### src/rtl/debounce_filter.sv
// Debounce filter: two-flop synchroniser followed by a stability-qualified level FSM.
// Produces a clean level Z, one-cycle rise/fall pulses and a saturating glitch count.
module debounce_filter #(
    parameter int STABLE_CYCLES = 4,
    parameter int CNT_W         = 8,
    parameter int GLITCH_W      = 8
) (
    input  logic                clk,
    input  logic                rst,
    input  logic                A,
    output logic                Z,
    output logic                rise,
    output logic                fall,
    output logic                busy,
    output logic [GLITCH_W-1:0] glitch_cnt
);

    // state      | meaning
    // ST_LOW     | Z=0 accepted, waiting for s2 to go high
    // CHK_HIGH   | s2 high, counting consecutive high samples
    // ST_HIGH    | Z=1 accepted, waiting for s2 to go low
    // CHK_LOW    | s2 low, counting consecutive low samples
    typedef enum logic [1:0] {
        ST_LOW   = 2'd0,
        CHK_HIGH = 2'd1,
        ST_HIGH  = 2'd2,
        CHK_LOW  = 2'd3
    } state_t;

    localparam logic [CNT_W-1:0] CNT_LAST = CNT_W'(STABLE_CYCLES - 1);

    logic                s1_q, s2_q;
    state_t              state_q, state_d;
    logic [CNT_W-1:0]    cnt_q, cnt_d;
    logic                z_q, z_d;
    logic                rise_q, rise_d;
    logic                fall_q, fall_d;
    logic [GLITCH_W-1:0] glitch_q, glitch_d;
    logic [GLITCH_W-1:0] glitch_inc;

    always_ff @(posedge clk) begin
        if (rst) begin
            s1_q     <= 1'b0;
            s2_q     <= 1'b0;
            state_q  <= ST_LOW;
            cnt_q    <= '0;
            z_q      <= 1'b0;
            rise_q   <= 1'b0;
            fall_q   <= 1'b0;
            glitch_q <= '0;
        end else begin
            s1_q     <= A;
            s2_q     <= s1_q;
            state_q  <= state_d;
            cnt_q    <= cnt_d;
            z_q      <= z_d;
            rise_q   <= rise_d;
            fall_q   <= fall_d;
            glitch_q <= glitch_d;
        end
    end

    // Saturate at all-ones so a noisy line never wraps back to a small count.
    assign glitch_inc = (&glitch_q) ? glitch_q : glitch_q + GLITCH_W'(1);

    always_comb begin
        state_d  = state_q;
        cnt_d    = cnt_q;
        z_d      = z_q;
        rise_d   = 1'b0;
        fall_d   = 1'b0;
        glitch_d = glitch_q;
        case (state_q)
            ST_LOW: begin
                if (s2_q) begin
                    state_d = CHK_HIGH;
                    cnt_d   = CNT_W'(1);
                end
            end
            CHK_HIGH: begin
                if (!s2_q) begin
                    state_d  = ST_LOW;
                    cnt_d    = '0;
                    glitch_d = glitch_inc;
                end else if (cnt_q == CNT_LAST) begin
                    state_d = ST_HIGH;
                    cnt_d   = '0;
                    z_d     = 1'b1;
                    rise_d  = 1'b1;
                end else begin
                    cnt_d = cnt_q + CNT_W'(1);
                end
            end
            ST_HIGH: begin
                if (!s2_q) begin
                    state_d = CHK_LOW;
                    cnt_d   = CNT_W'(1);
                end
            end
            CHK_LOW: begin
                if (s2_q) begin
                    state_d  = ST_HIGH;
                    cnt_d    = '0;
                    glitch_d = glitch_inc;
                end else if (cnt_q == CNT_LAST) begin
                    state_d = ST_LOW;
                    cnt_d   = '0;
                    z_d     = 1'b0;
                    fall_d  = 1'b1;
                end else begin
                    cnt_d = cnt_q + CNT_W'(1);
                end
            end
            default: begin
                state_d = ST_LOW;
                cnt_d   = '0;
            end
        endcase
    end

    assign Z          = z_q;
    assign rise       = rise_q;
    assign fall       = fall_q;
    assign busy       = (state_q == CHK_HIGH) || (state_q == CHK_LOW);
    assign glitch_cnt = glitch_q;

endmodule

### config.mk
export PLATFORM = sky130hd
export DESIGN_NAME = debounce_filter
export DESIGN_NICKNAME = d
export VERILOG_FILES = /design/src/rtl/debounce_filter.sv
export SDC_FILE = /design/constraint.sdc
export NUM_CORES = 1
export LEC_CHECK = 0
export BUFFER_PORTS_ARGS = -buffer_cell sky130_fd_sc_hd__buf_2
export CAP_MARGIN = 15
export CORE_ASPECT_RATIO = 1.5
export CORE_MARGIN = 5
export CORE_UTILIZATION = 55
export DETAILED_ROUTE_END_ITERATION = 7
export GPL_TIMING_DRIVEN = 0
export PLACE_DENSITY = 0.77
export SLEW_MARGIN = 20
export SYNTH_ARGS = -nofsm -noshare
export SYNTH_HDL_FRONTEND = slang
export SYNTH_SLANG_ARGS = --single-unit
export TNS_END_PERCENT = 10
### constraint.sdc
create_clock -name clk -period 1.7 [get_ports clk]
set_input_delay 0 -clock clk [delete_from_list [all_inputs] [get_ports clk]]
set_output_delay 0 -clock clk [all_outputs]
set_load 0.01 [all_outputs]
==> flow_summary.yaml <==
placement:
  pre_cts_slack_ps: -112
  place.detailed.hpwl_mm: 1.73
  place.port_buffers: 14
  placement.cell_area_mm2: 0.00121
  place_congestion: 0.789
die:
  floorplan.initialDensity_pct: 56.5
  fp.dieH_um: 65.2
  std_cell_rows: 20
  floorplan.core_area_mm2: 0.00198
  dieArea_mm2: 0.00305
  floorplan.die.width_um: 46.8
  io_pins: 15
worst_setup_path:
  cp_data_required_time_ps: 1900
  delay_of_the_slowest_cell_on_the_worst_path_ps: 390
  setup.worst_path.end_class: "flip-flop"
  timing.critical_path.max_delay_family: "flip-flops"
  critical_path.n_buffers_inverters: 0
  crit_path_max_fanout: 8
  setup.worst_path.start_class: "flip-flop"
  timing_worst_setup_path_type: "reg2reg"
  cpMaxStageDelayCell: "sky130_fd_sc_hd__dfxtp_2"
  worst_path_arrival_ps: 1760
  crit_path_cell_chain: "xnor2_4 -> nand3_1 -> a21oi_1 -> mux2_2"
finish:
  fin_area_mm2: 0.00129
  layout_commonest_cell: "sky130_fd_sc_hd__dfxtp_1"
  mostFrequentLayoutCells: "sky130_fd_sc_hd__dfxtp_1 (21), sky130_fd_sc_hd__buf_2 (14), sky130_fd_sc_hd__nand3_1 (9), sky130_fd_sc_hd__nor2_1 (8), sky130_fd_sc_hd__nand2_1 (7)"
  total_area_of_multi_input_combinational_cells_um2: 646
  num-nets-final: 148
  num_antenna_cells: 0
  layout-drive-gt1-share_pct: 21.8
  ff_latch_area_um2: 463
  post-route-util_pct: 65.3
  area_growth_pct: 15.6
  final.fill_count: 168
route:
  route.antenna.remaining_nets: 0
  post-route-drc-count: 0
  drt_pre_antenna_iters: 4
  wirelength_mm: 2.34
  detail_route.iter0.violations: 45
  avgRoutedWirePerCell_um: 14.3
  via_per_inst: 6.04
  dr_total_vias: 991
logic_synthesis:
  number_of_nets_in_the_synthesized_netlist: 127
  synth_edf_count: 0
  synth_ff_type: "sky130_fd_sc_hd__dfxtp_1"
  synthDistinctLibCells: 37
  avgSynthCellArea_um2: 9.15
  synthArstFlopShare_pct: 0
  synth_seq_cells: 23
  post_synth_inst_count: 122
  synthesis.yosys.warnings: 0
  synth_seq_area_share_pct: 41.3
  mappedNetlistArea_mm2: 0.00112
clock_tree:
  cts-buffers-inserted: 3
  cts.reportedPaths.clkPinSlew_ps: 130
  htreeDepth: 1
  clock_tree_from_tritoncts: "built"
  clockBufferDepth: 2
  cts_root_buffer_type: "sky130_fd_sc_hd__clkbuf_4"
  worstSkewPairLatency_ps: 300
  numClockSinks: 23
timing:
  clock.fmax_ghz: 0.642
  worst_setup_slack_after_layout_ps: 143
  rsz0062_at_grt: "no"
  report.final.setup_viol: 0
  skew_ps: 1.74
  post-route-min-period_ps: 1560
  period_share_pct: 91.6
  hold_viol_final: 0
  worst-slew-pin-transition_ps: 474
  worst_slew_margin_rel_pct: 68.2
  max_slew_violation_total_from_the_final_report: 0
outcome:
  result_of_the_run: "finished clean"
grt:
  grt_start_max_net_pins: 14
  wire_length_of_the_first_global_routing_pass_mm: 4.05
  number_of_global_route_vias_before_repair: 953
  antenna_found_initial: 0
  gr-total-overflow: 0
  grt_use_total_pct: 17.3
power_and_ir_drop:
  power_leakage_nw: 0.490
  finalPower_mw: 0.848
  maximum_vdd_ir_drop_v: 0.000693
  powerDensity_mw_per_mm2: 658
hold_path:
  path_type_of_the_worst_min_delay_path: "in2reg"
run:
  cap_violations: 0
==> Yosys cell counts (2+ instances only) <==
cell	number	area share (%)
sky130_fd_sc_hd__nor2b_1	4	2.2
sky130_fd_sc_hd__or3_1	3	1.7
sky130_fd_sc_hd__nand4_1	4	2.2
sky130_fd_sc_hd__nor3_1	3	1.3
sky130_fd_sc_hd__dfxtp_1	23	41
sky130_fd_sc_hd__mux2i_1	4	3.6
sky130_fd_sc_hd__nor4_1	2	1.1
sky130_fd_sc_hd__ha_1	2	2.2
sky130_fd_sc_hd__and2_1	3	1.7
sky130_fd_sc_hd__xor2_1	4	3.1
sky130_fd_sc_hd__and3_1	2	1.1
sky130_fd_sc_hd__a31oi_1	6	3.4
sky130_fd_sc_hd__nand3_1	9	4.0
sky130_fd_sc_hd__nor2_1	8	2.7
sky130_fd_sc_hd__clkbuf_1	4	1.3
sky130_fd_sc_hd__o21ai_0	5	2.2
sky130_fd_sc_hd__nand2_1	7	2.4
sky130_fd_sc_hd__a21oi_1	5	2.2
sky130_fd_sc_hd__inv_1	6	2.0
==> worst reg2reg max path, delay by kind of cell (launching register included) <==
| family | cells | cell delay (ps) |
|---|---|---|
| compound gates | 1 | 240 |
| xor+xnor | 1 | 350 |
| flops | 1 | 390 |
| mux | 1 | 360 |
| simple gates | 1 | 120 |
==> kinds of logic (layout without fill, tap and decap cells) <==
family	count (synthesis)	in the layout	synth area share [%]
compound gates	25	25	16.7
xor+xnor	5	5	5.61
fa+ha+maj	2	2	2.24
buf+inv	10	30	3.36
flops	23	23	41.3
mux	5	5	4.60
simple gates	52	52	26.2
==> state kept, by name (all words and copies together) (netlist names), named ones only <==
register,flops
Z,1
cnt_q,8
state_q,1
glitch_cnt,8
rise,1
s2_q,1
s1_q,1
fall,1
==> final cells by class <==
| class | instances | area share (%) |
|---|---|---|
| well taps | 22 | 2.13 |
| plain buffers | 4 | 1.26 |
| repair buffers | 16 | 6.79 |
| flip-flops and latches | 23 | 35.9 |
| clock inverters | 1 | 0.388 |
| inverters | 6 | 1.75 |
| multi-input cells | 89 | 50.0 |
| clock buffers | 3 | 1.75 |
==> power by group <==
group          switching (mW)  internal [mW]
clock network           0.158         0.0875
logic                  0.0291         0.0196
registers             0.00785          0.547
total                   0.195          0.654
==> metal layers <==
layer	vias to the layer above	share of wire (%)	track usage, %	routed length [um]
li1	487	-	-	-
met1	471	37	18.4	867
met2	27	56	31.8	1320
met3	6	4.6	3.84	107
met4	0	2.1	5.54	48
met5	-	0	0	0
==> through the flow <==
stage,setup TNS [ps],instances,hold WS [ps]
2_1_floorplan,0,122,128
3_3_place_gp,-15.8,158,210
3_5_place_dp,-436,158,239
4_1_cts,0,164,52.1
5_1_grt,0,164,69.7
6_report,0,164,70.1
==> path summary, 6_finish.rpt <==
path	from	to	slack, ps	cells past startpoint
max	s2_q	glitch_cnt[3]	140	4
min	rst	cnt_q[5]	70	3
max reg2reg	s2_q	glitch_cnt[3]	140	4
min reg2reg	s1_q	s2_q	460	1
==> repair_timing <==
action | CTS | global route
setup endpoints to repair | 11 | 11
setup buffers | 1 | 0
hold endpoints to repair | 1 | 0
gates resized for setup | 1 | 7
pin swaps | 2 | 1
hold buffers | 1 | 0
Power figures use the tool's default switching activity.
